$ cat src/rtl/enemy_director.sv
// Level-wide enemy controller: spawn scheduling from scroll position, alert/game-over FSM,
// and lowest-index arbitration of the shared enemy sprite ROM address.
module enemy_director #(
  parameter int unsigned NUM_SLOTS    = 4,
  parameter logic [15:0] SPAWN_BASE   = 16'd650,
  parameter logic [15:0] SPAWN_STEP   = 16'd640,
  parameter logic [7:0]  GRACE_FRAMES = 8'd30
) (
  input  logic        Clk,
  input  logic        Reset,
  input  logic        frame_clk,
  input  logic        level_start,
  input  logic [15:0] bg_position,
  input  logic [3:0]  enemy_alive,
  input  logic [3:0]  enemy_detect,
  input  logic [3:0]  is_enemy,
  input  logic [63:0] enemy_addr_flat,
  output logic [3:0]  spawn,
  output logic        alarm,
  output logic        game_over,
  output logic        level_clear,
  output logic [2:0]  enemies_left,
  output logic        is_enemy_any,
  output logic [15:0] sprite_addr,
  output logic [1:0]  sprite_sel,
  output logic [2:0]  state_out
);

  localparam int unsigned ADDR_W = 16;
  localparam int unsigned SEL_W  = 2;
  localparam int unsigned CNT_W  = 8;

  typedef enum logic [2:0] {
    IDLE     = 3'd0,
    PATROL   = 3'd1,
    ALERT    = 3'd2,
    GAMEOVER = 3'd3,
    CLEAR    = 3'd4
  } state_t;

  state_t             state_q, state_d;
  logic [3:0]         mask_q, mask_d;
  logic [CNT_W-1:0]   cnt_q, cnt_d;
  logic [3:0]         spawn_c;
  logic               spawn_found;
  logic               fc_meta, fc_sync, fc_prev;
  logic               fe;
  logic [3:0]         live;
  logic               clear_c, det_c;
  logic [2:0]         left_c;
  logic               hit_c;
  logic [SEL_W-1:0]   sel_c;
  logic [ADDR_W-1:0]  addr_c;

  // Thresholds are formed wider than bg_position so a large slot offset never wraps.
  function automatic logic [31:0] spawn_thr(input int unsigned idx);
    return 32'(SPAWN_BASE) + idx * 32'(SPAWN_STEP);
  endfunction

  assign fe        = fc_sync & ~fc_prev;
  assign live      = mask_q & enemy_alive;
  assign clear_c   = (mask_q == 4'b1111) && (live == 4'b0000);
  assign det_c     = |(enemy_detect & live);
  assign state_out = 3'(state_q);

  // Next-state, spawn selection and grace counter
  always_comb begin
    state_d     = state_q;
    mask_d      = mask_q;
    cnt_d       = cnt_q;
    spawn_c     = '0;
    spawn_found = 1'b0;
    if (level_start) begin
      state_d = PATROL;
      mask_d  = '0;
      cnt_d   = '0;
    end else begin
      if (fe && (state_q == PATROL || state_q == ALERT)) begin
        for (int unsigned i = 0; i < NUM_SLOTS; i++) begin
          if (!spawn_found && !mask_q[i] && (32'(bg_position) >= spawn_thr(i))) begin
            spawn_found = 1'b1;
            spawn_c[i]  = 1'b1;
            mask_d[i]   = 1'b1;
          end
        end
      end
      case (state_q)
        PATROL: begin
          if (clear_c) begin
            state_d = CLEAR;
          end else if (det_c) begin
            state_d = ALERT;
            cnt_d   = GRACE_FRAMES;
          end
        end
        ALERT: begin
          if (clear_c) begin
            state_d = CLEAR;
          end else if (fe) begin
            if (!det_c) begin
              state_d = PATROL;
            end else if (cnt_q <= CNT_W'(1)) begin
              state_d = GAMEOVER;
            end else begin
              cnt_d = cnt_q - CNT_W'(1);
            end
          end
        end
        default: ;
      endcase
    end
  end

  // Live-enemy population count
  always_comb begin
    left_c = '0;
    for (int unsigned i = 0; i < NUM_SLOTS; i++) begin
      left_c = left_c + 3'(live[i]);
    end
  end

  // Descending scan so the lowest requesting index is the final assignment
  always_comb begin
    hit_c  = 1'b0;
    sel_c  = '0;
    addr_c = '0;
    for (int i = int'(NUM_SLOTS) - 1; i >= 0; i--) begin
      if (is_enemy[i]) begin
        hit_c  = 1'b1;
        sel_c  = SEL_W'(i);
        addr_c = enemy_addr_flat[ADDR_W*i +: ADDR_W];
      end
    end
  end

  always_ff @(posedge Clk or negedge Reset) begin
    if (!Reset) begin
      fc_meta      <= 1'b0;
      fc_sync      <= 1'b0;
      fc_prev      <= 1'b0;
      state_q      <= IDLE;
      mask_q       <= '0;
      cnt_q        <= '0;
      spawn        <= '0;
      alarm        <= 1'b0;
      game_over    <= 1'b0;
      level_clear  <= 1'b0;
      enemies_left <= '0;
      is_enemy_any <= 1'b0;
      sprite_sel   <= '0;
      sprite_addr  <= '0;
    end else begin
      fc_meta      <= frame_clk;
      fc_sync      <= fc_meta;
      fc_prev      <= fc_sync;
      state_q      <= state_d;
      mask_q       <= mask_d;
      cnt_q        <= cnt_d;
      spawn        <= spawn_c;
      alarm        <= (state_d == ALERT);
      game_over    <= (state_d == GAMEOVER);
      level_clear  <= (state_d == CLEAR);
      enemies_left <= left_c;
      is_enemy_any <= hit_c;
      sprite_sel   <= sel_c;
      sprite_addr  <= addr_c;
    end
  end

endmodule

$ cat config.mk
export PLATFORM = sky130hd
export DESIGN_NAME = enemy_director
export DESIGN_NICKNAME = d
export VERILOG_FILES = /design/src/rtl/enemy_director.sv
export SDC_FILE = /design/constraint.sdc
export NUM_CORES = 1
export LEC_CHECK = 0
export BUFFER_PORTS_ARGS = -buffer_cell sky130_fd_sc_hd__buf_2
export CORE_MARGIN = 2
export CORE_UTILIZATION = 45
export DETAILED_ROUTE_END_ITERATION = 10
export MAX_ROUTING_LAYER = met4
export PLACE_DENSITY = 0.79
export RECOVER_POWER = 25
export SKIP_LAST_GASP = 1
export SYNTH_ARGS = -nofsm -noshare
export SYNTH_HDL_FRONTEND = slang
export SYNTH_SLANG_ARGS = --single-unit
export TNS_END_PERCENT = 5
$ cat constraint.sdc
create_clock -name Clk -period 2.85 [get_ports Clk]
set_input_delay 0.285 -clock Clk [delete_from_list [all_inputs] [get_ports Clk]]
set_output_delay 0.285 -clock Clk [all_outputs]
set_load 0.05 [all_outputs]
==> results of run 1 <==
[state kept, by name, summed over array words and instances (netlist names)]
signal and flops:
fc_sync 1, sprite_sel 2, fc_meta 1, cnt_q 8, enemies_left 3, sprite_addr 16
spawn 4, alarm 1, is_enemy_any 1, mask_q 4, fc_prev 1, state_out 3
level_clear 1, game_over 1
[final cells by class]
class                           instances  area (um2)  share of cell area
Timing Repair Buffer                  128       643.1              0.1953
Sequential cell                        47        1176              0.3571
Clock inverter                          2       38.79             0.01178
Inverter                               12       45.04             0.01368
Multi-Input combinational cell        194        1217              0.3697
Tap cell                               72       90.09             0.02736
Clock buffer                            6       82.58             0.02508
[how the worst max path moves through the flow]
stage / start / to / slack [ns]
floorplan: state_out[0] / cnt_q[5] / 0.78
global placement: cnt_q[0] / cnt_q[5] / 0.71
detailed placement: cnt_q[0] / cnt_q[5] / 0.61
CTS: cnt_q[0] / cnt_q[5] / 0.59
global route: Reset / state_out[2] / 0.25
finish: cnt_q[0] / cnt_q[5] / 0.57
[metrics by stage]
step | setup WS, ns | cells | util
after floorplan | 0.7751 | 267 | -
after global placement | 0.7142 | 453 | 0.5836
after detailed placement | 0.6117 | 453 | 0.5836
after CTS | 0.5856 | 461 | 0.6059
after global routing | 0.2488 | 461 | 0.6055
final | 0.5727 | 461 | 0.6055
[synth_stat cells (3+ instances only)]
master and n:
inv_1 12, a22oi_1 16, o21ai_0 18, nor2_1 31, ha_1 5, o2bb2ai_1 3, nor4_1 4, or3_1 3
dfrtp_1 47, nand3b_1 3, nand3_1 5, a21o_1 3, nor3b_1 4, nand2_1 28, nor3_1 5, a21oi_1 24
clkbuf_1 12
[layer usage]
| layer | up-vias | GRT usage |
|---|---|---|
| li1 | 1214 | - |
| met1 | 1137 | 0.2221 |
| met2 | 93 | 0.4085 |
| met3 | 9 | 0.03908 |
| met4 | 0 | 0.05789 |
| met5 | - | - |
[power breakdown]
part	switching (mW)	internal [mW]
clock	0.223	0.289
sequential	0.0200	0.701
combinational	0.237	0.130
total	0.481	1.12
[cell families after synthesis]
family,share of synthesized area
and+or+nand+nor,0.2093
DFF,0.4707
buffers and inverters,0.04206
xor gates and xnor gates,0.003506
AOI/OAI and AO/OA,0.2414
adders and majority gates,0.03305
==> impl_metrics.json, run 1 <==
{
  "final_common_cell": "buf_2",
  "power.total_mw": 1.600,
  "cts_sinks": 47,
  "gp_congestion": 0.8189,
  "violations": "max-capacitance violations, max-slew violations",
  "antennaDiodeCount": 0,
  "ys.flop_type": "dfrtp_1",
  "fp.coreArea_um2": 5439,
  "hold_path.startpoint": "frame_clk",
  "synth.ff_latch_count": 47,
  "rsz0062_at_grt": "false",
  "wl_met3_um": 346,
  "io_buffers": 126,
  "hold_viol": 0,
  "fin_area_um2": 3293,
  "startpoint_type": "register",
  "path_buf_inv": 2,
  "post_drt_wl_per_cell_um": 13.13,
  "period_minus_slack_ns": 2.277,
  "vias": 2453,
  "dr.max_layer_used": "met4",
  "synth.avg_cell_area_um2": 9.358,
  "drc": 0,
  "cpPeakStageDelay_ns": 0.43,
  "end_kind": "register",
  "r2r-start": "cnt_q[0]",
  "vias_per_cell": 5.321,
  "m1WireLength_um": 2335,
  "dr.pass1.iters": 4,
  "grt_antenna_before_repair": 0,
  "dr_wl_met2_um": 3286,
  "synth_area_leaders": "dfrtp_1 47%, a21oi_1 4.8%, a22oi_1 4.8%",
  "start_util": 0.4594,
  "root_buffer": "clkbuf_8",
  "die-height_um": 78.52,
  "ff2ff_setup_slack_ns": 0.57,
  "place.detailed.hpwl_um": 4713,
  "ys_warn_count": 0,
  "cts_hold_buf": 0,
  "grt_pass1_vias": 2425,
  "track_usage": 0.2133,
  "cts.path.max_buffers": 2,
  "cellLeakagePower_nw": 1.661,
  "synth_edf_count": 0,
  "synth_area_um2": 2499,
  "r2r-end": "cnt_q[5]",
  "critPathRequiredTime_ns": 3.04,
  "grt_max_degree": 48,
  "fill_cells": 499,
  "synthesis.nets": 369,
  "fin_crit_sh": 0.7991,
  "rows": 27,
  "fmax_mhz": 439.1,
  "final_cell_mix": "124 x buf_2, 47 x dfrtp_1, 31 x nor2_1, 28 x nand2_1, 24 x a21oi_1",
  "ant_nets": 0,
  "grt_pass1_wl_um": 10300,
  "tns_ns": 0,
  "p_per_area_nw_per_um2": 486.0,
  "crit_family": "compound AO/OA/AOI/OAI gates",
  "hold_path.class": "in2reg",
  "die-area_um2": 6165,
  "tritoncts": "yes",
  "ir_drop_mv": 0.1973,
  "setup_viol": 0,
  "cts_resized": 0,
  "worst_hold_slack_ns": 0.09162,
  "fin_nets": 490,
  "status": "finished, violations left",
  "cts.clk_slew.worst_paths_ns": 0.09,
  "worst-setup-path-type": "reg2reg",
  "clk_latency_ns": 0.30,
  "drt-initial-drc-count": 107,
  "worstSetupPathDepth": 8,
  "crit_path_top_delay_cell": "dfrtp_1",
  "synth_async_sr_flop_share": 1.000,
  "yosys.area.top_type": "dfrtp_1",
  "die_w_um": 78.52,
  "cts_made_buffers": 5,
  "ff2ff_path_depth": 8,
  "path_cells": "inv_1 -> ha_1 -> nor2_1 -> o311ai_2 -> a2111oi_2 -> buf_4 -> nor2_1 -> a221o_1",
  "maxCapViolations": 1,
  "syn_inst": 267,
  "finalWirelength_um": 6055,
  "dpl-instance-area_um2": 3174,
  "synth_seq_area_share": 0.4707,
  "post_cts_buffers": 0,
  "min_to": "fc_meta",
  "drv_slew": 48,
  "boundaryPins": 128,
  "slew_headroom": -0.5770,
  "tightest_slew_ns": 2.365,
  "crit_fanout": 11,
  "drive_gt1_frac": 0.3779,
  "grt-ovfl-total": 0,
  "finClkSkew_ns": 0.004179,
  "synthDominantCellAreaShare": 0.4707,
  "h-tree-depth": 2,
  "area_growth_pct": 31.80,
  "critPathMostFrequentCell": "nor2_1",
  "hold_depth": 1,
  "cp.arrival_ns": 2.46,
  "synth_cell_types": 53
}
Power figures use the tool's default switching activity.
==> run 2, diff against run 1 <==
Settings changed: CORE_UTILIZATION 45 to 41, PLACE_DENSITY 0.79 to 0.76.
Clock period 2.85 ns to 1.95 ns, I/O delays scaled along.
==> run 2 against run 1 <==
- the run ends with negative setup slack left
- register-to-register slack worse by 0.63 ns
- sequential power is 46% higher
- highest routed layer unchanged
- final area is 8.9% higher
- combinational power is 67% higher
- worst hold slack better by 0.0049 ns
- non-clock buffer count is 28 higher
- utilization hardly changed
==> impl_metrics.json, run 2 (synthesized netlist as in run 1, its figures left out) <==
{
  "grt-ovfl-total": 0,
  "wl_met3_um": 395,
  "top_regs": "sprite_addr: 16 flops, cnt_q: 8 flops",
  "final_cell_mix": "124 x buf_2, 45 x dfrtp_1, 30 x nor2_1, 28 x nand2_1, 28 x buf_4",
  "p_clk_frac": 0.309,
  "cp.arrival_ns": 2.23,
  "period_minus_slack_ns": 2.005,
  "dr.max_layer_used": "met4",
  "final-seq-area_um2": 1179,
  "fp.coreArea_um2": 5921,
  "gp_congestion": 0.8643,
  "rsz0062_at_grt": "true",
  "post_drt_wl_per_cell_um": 13.49,
  "finalWirelength_um": 6635,
  "setup_slack_ns": -0.05522,
  "ir_drop_mv": 0.4803,
  "drt-initial-drc-count": 125,
  "crit_fanout": 6,
  "power_switching_mw": 0.7267,
  "internal-power_mw": 1.679,
  "grt_antenna_before_repair": 0,
  "fin_nets": 518,
  "grt_max_degree": 36,
  "multiInputGateArea_um2": 1286,
  "largest_reg_flops": 16,
  "die_w_um": 82.07,
  "p_per_area_nw_per_um2": 671.1,
  "grt_pass1_vias": 2495,
  "boundaryPins": 128,
  "hold_path.class": "in2reg",
  "drive_gt1_frac": 0.4365,
  "final_util": 0.6055,
  "worst-setup-path-type": "reg2reg",
  "drc": 0,
  "switching_share": 0.3021,
  "track_usage": 0.2121,
  "combPwrFrac": 0.256,
  "start_util": 0.4220,
  "slew_headroom": 0.1773,
  "cts_made_buffers": 5,
  "clk_latency_ns": 0.30,
  "drv_slew": 0,
  "grt_pass1_wl_um": 10740,
  "power.share.sequential": 0.435,
  "cts_sinks": 47,
  "final_common_cell": "buf_2",
  "vias_per_cell": 5.175,
  "finClkSkew_ns": 0.005971,
  "setup_viol": 7,
  "area_growth_pct": 43.47,
  "h-tree-depth": 2,
  "place.detailed.hpwl_um": 5201,
  "dr_wl_met2_um": 3675,
  "regMostFlops": "sprite_addr",
  "m1WireLength_um": 2497,
  "die-area_um2": 6735,
  "cts.clk_slew.worst_paths_ns": 0.08,
  "vias": 2546,
  "status": "finished, violations left",
  "ant_nets": 0,
  "fin_crit_sh": 1.028,
  "cellLeakagePower_nw": 1.809,
  "startpoint_type": "register",
  "antennaDiodeCount": 0,
  "hold_viol": 0,
  "end_kind": "register",
  "dr.pass1.iters": 4,
  "tritoncts": "yes",
  "violations": "negative setup slack",
  "worst_hold_slack_ns": 0.09650,
  "tightest_slew_ns": 1.234,
  "maxCapViolations": 0,
  "die-height_um": 82.07,
  "fmax_mhz": 498.7,
  "fill_cells": 511,
  "io_buffers": 126,
  "cts.path.max_buffers": 2,
  "root_buffer": "clkbuf_8",
  "critPathRequiredTime_ns": 2.17,
  "rows": 28
}
## run 2: cell types whose count changed in the layout (fill, tap and decap cells not counted), sizes merged
cell,before,now
dlygate4sd3,0,2
buf,126,152
## run 2: path summary, 6_finish.rpt
path / start / to / slack (ns) / cells after the start
worst max-delay path: cnt_q[5] / cnt_q[2] / -0.06 / 6
worst min-delay path: enemy_addr_flat[7] / sprite_addr[7] / 0.1 / 3
worst max register to register: cnt_q[5] / cnt_q[2] / -0.06 / 6
worst min register to register: fc_meta / fc_sync / 0.35 / 0
max in group asynchronous: Reset / sprite_addr[2] / 0.83 / 3
min in group asynchronous: Reset / spawn[2] / 0.49 / 2
## run 2: area by class of cell
cell class	count	share of cell area
well taps	75	0.02618
multi-input cells	194	0.3588
clock inverters	2	0.01082
repair buffers	156	0.2398
flip-flops and latches	47	0.3288
clock buffers	6	0.02304
inverters	12	0.01257
## run 2: critical path: stages (launching register included)
cell and delay (ns):
dfrtp_1 0.39, or4_4 0.60, o311ai_4 0.30, a2111oi_4 0.14, buf_4 0.18, a21bo_1 0.17
a31oi_1 0.16
## run 2: metal layers
| layer | vias to the layer above | track usage |
|---|---|---|
| met3 | 8 | 0.03736 |
| met5 | - | - |
| met1 | 1167 | 0.2268 |
| met2 | 113 | 0.4008 |
| met4 | 0 | 0.05500 |
| li1 | 1258 | - |
## run 2: repair_timing
action,4_1_cts,5_1_grt
endpoints found under the setup margin,7,11
gates resized for setup,6,5
setup buffers,0,3
pin swaps,6,7
hold endpoints to repair,30,1
hold buffers,1,1
## run 2: per-stage QoR
| stage | worst slack, ns | setup TNS, ns | instances | instance area, um2 | total power [mW] |
|---|---|---|---|---|---|
| floorplan | -0.02873 | -0.02873 | 267 | 2501 | 1.414 |
| global placement | -0.07959 | -0.3096 | 479 | 3353 | 1.639 |
| detailed placement | -0.1326 | -0.6719 | 479 | 3353 | 1.654 |
| CTS | -0.02438 | -0.04314 | 488 | 3532 | 2.410 |
| global route | -0.1617 | -1.132 | 492 | 3585 | 2.524 |
| finish | -0.05522 | -0.1913 | 492 | 3585 | 2.406 |
## run 2: power groups by stage
stage                     sequential [mW]  clock (mW)  combinational (mW)
after floorplan                      1.21           0               0.201
after global placement               1.06           0               0.575
after detailed placement             1.07           0               0.588
after CTS                            1.05       0.760               0.603
after global routing                 1.05       0.801               0.670
final                                1.05       0.743               0.616
==> run 3, diff against run 2 <==
Settings changed: TNS_END_PERCENT 5 to 30.
==> run 3 against run 2 <==
- clock skew is 0.0010 ns higher
- routed wire length is 1.0% higher
- non-clock buffer count stayed put
- the run still ends with negative setup slack left
- sequential power barely moved
- utilization up 0.34 points
- sequential cell count stayed put
- setup slack improved by 0.0013 ns
- clock power increased by 0.7%
- register-to-register slack barely moved
- final area up 0.56%
- count of clock-buffer cells in the layout stayed put
- sequential share of layout area fell by 0.18 points
==> impl_metrics.json, run 3 (synthesized netlist as in run 1, its figures left out) <==
{
  "setup_slack_ns": -0.05397,
  "clk_latency_ns": 0.30,
  "final_common_cell": "buf_2",
  "vias_per_cell": 5.161,
  "setup_viol": 4,
  "grt_antenna_before_repair": 0,
  "regMostFlops": "sprite_addr",
  "slew_headroom": 0.1773,
  "ff2ff_path_depth": 6,
  "p_per_area_nw_per_um2": 670.8,
  "rsz0062_at_grt": "true",
  "hold_path.class": "in2reg",
  "grt_max_degree": 36,
  "grt_pass1_vias": 2495,
  "crit_fanout": 6,
  "ant_nets": 0,
  "violations": "negative setup slack",
  "rows": 28,
  "io_buffers": 126,
  "ff2ff_setup_slack_ns": -0.05,
  "cts_sinks": 47,
  "final_cell_mix": "124 x buf_2, 45 x dfrtp_1, 30 x nor2_1, 28 x nand2_1, 28 x buf_4",
  "boundaryPins": 128,
  "tritoncts": "yes",
  "path_cells": "or4_4 -> o311ai_4 -> a2111oi_4 -> buf_4 -> a21bo_1 -> a31oi_1",
  "drive_gt1_frac": 0.4436,
  "hold_viol": 0,
  "die-area_um2": 6735,
  "grt-ovfl-total": 0,
  "track_usage": 0.2121,
  "cpPeakStageDelay_ns": 0.60,
  "fin_nets": 518,
  "cellLeakagePower_nw": 1.811,
  "fmax_mhz": 499.0,
  "area_growth_pct": 44.27,
  "cts.clk_slew.worst_paths_ns": 0.08,
  "hold_depth": 3,
  "gp_congestion": 0.8643,
  "die-height_um": 82.07,
  "cp.arrival_ns": 2.23,
  "cts.path.max_buffers": 2,
  "drt-initial-drc-count": 139,
  "die_w_um": 82.07,
  "critPathRequiredTime_ns": 2.17,
  "worst_hold_slack_ns": 0.09345,
  "root_buffer": "clkbuf_8",
  "largest_reg_flops": 16,
  "start_util": 0.4220,
  "final_util": 0.6088,
  "maxCapViolations": 0,
  "status": "finished, violations left",
  "end_kind": "register",
  "dr.pass1.iters": 4,
  "ir_drop_mv": 0.4808,
  "period_minus_slack_ns": 2.004,
  "drv_slew": 0,
  "drc": 0,
  "fp.coreArea_um2": 5921,
  "h-tree-depth": 2,
  "finClkSkew_ns": 0.007008,
  "vias": 2539,
  "fin_crit_sh": 1.028,
  "place.detailed.hpwl_um": 5201,
  "antennaDiodeCount": 0,
  "startpoint_type": "register",
  "grt_pass1_wl_um": 10740,
  "finalWirelength_um": 6702,
  "tightest_slew_ns": 1.234,
  "top_regs": "sprite_addr: 16 flops, cnt_q: 8 flops",
  "cts_made_buffers": 5,
  "worst-setup-path-type": "reg2reg",
  "crit_path_top_delay_cell": "or4_4",
  "post_drt_wl_per_cell_um": 13.62
}
run 3: cell count changes in the layout (fill, tap and decap cells not counted):
cell | previous run | this run
ha_1 | 5 | 3
ha_2 | 0 | 2
a21oi_2 | 1 | 2
o41ai_2 | 1 | 0
o41ai_4 | 0 | 1
a21oi_1 | 24 | 23
run 3: worst max-delay path, delay by kind of cell (launching register included):
| kind | cells | cell delay, ns |
|---|---|---|
| AND/OR/NAND/NOR | 1 | 0.60 |
| flip-flops | 1 | 0.39 |
| buffers and inverters | 1 | 0.18 |
| AO/OA/AOI/OAI | 4 | 0.77 |
run 3: area by class of cell:
class | instances | area (um2)
fillers | 510 | 2316
inverters | 12 | 45.04
multi-input cells | 194 | 1306
repair buffers | 156 | 859.6
well taps | 75 | 93.84
clock buffers | 6 | 82.58
flip-flops and latches | 47 | 1179
clock inverters | 2 | 38.79
run 3: metal layers:
layer	vias to the layer above	wire length, um	track usage
met5	-	0	-
met4	0	46	0.05500
met3	8	366	0.03736
met2	102	3739	0.4008
met1	1170	2549	0.2268
li1	1259	-	-
run 3: metrics by stage:
step | cells | instance area, um2 | setup slack [ns] | power [mW] | setup TNS [ns]
after global routing | 492 | 3605 | -0.1205 | 2.534 | -0.9065
after floorplan | 267 | 2501 | -0.02873 | 1.414 | -0.02873
final | 492 | 3605 | -0.05397 | 2.418 | -0.1045
after global placement | 479 | 3353 | -0.07959 | 1.639 | -0.3096
after detailed placement | 479 | 3353 | -0.1326 | 1.654 | -0.6719
after CTS | 488 | 3532 | -0.02438 | 2.410 | -0.04314
run 3: what timing repair did:
action                                  in CTS  in global routing
endpoints found under the setup margin       7                 11
endpoints found under the hold margin       30                  1
hold buffers                                 1                  1
gates resized for setup                      6                  9
buffers inserted                             0                  3
pin swaps                                    6                  7
run 3: worst paths after layout:
check	startpoint	to
setup reg to reg	cnt_q[5]	cnt_q[2]
min in group asynchronous	Reset	spawn[2]
hold reg to reg	fc_meta	fc_sync
setup / recovery	cnt_q[5]	cnt_q[2]
hold / removal	enemy_addr_flat[12]	sprite_addr[12]
max in group asynchronous	Reset	sprite_addr[2]
run 3: where the power goes:
group,switching (mW),internal (mW)
sequential,0.0225,1.02
clock,0.327,0.421
combinational,0.387,0.235
total,0.736,1.68
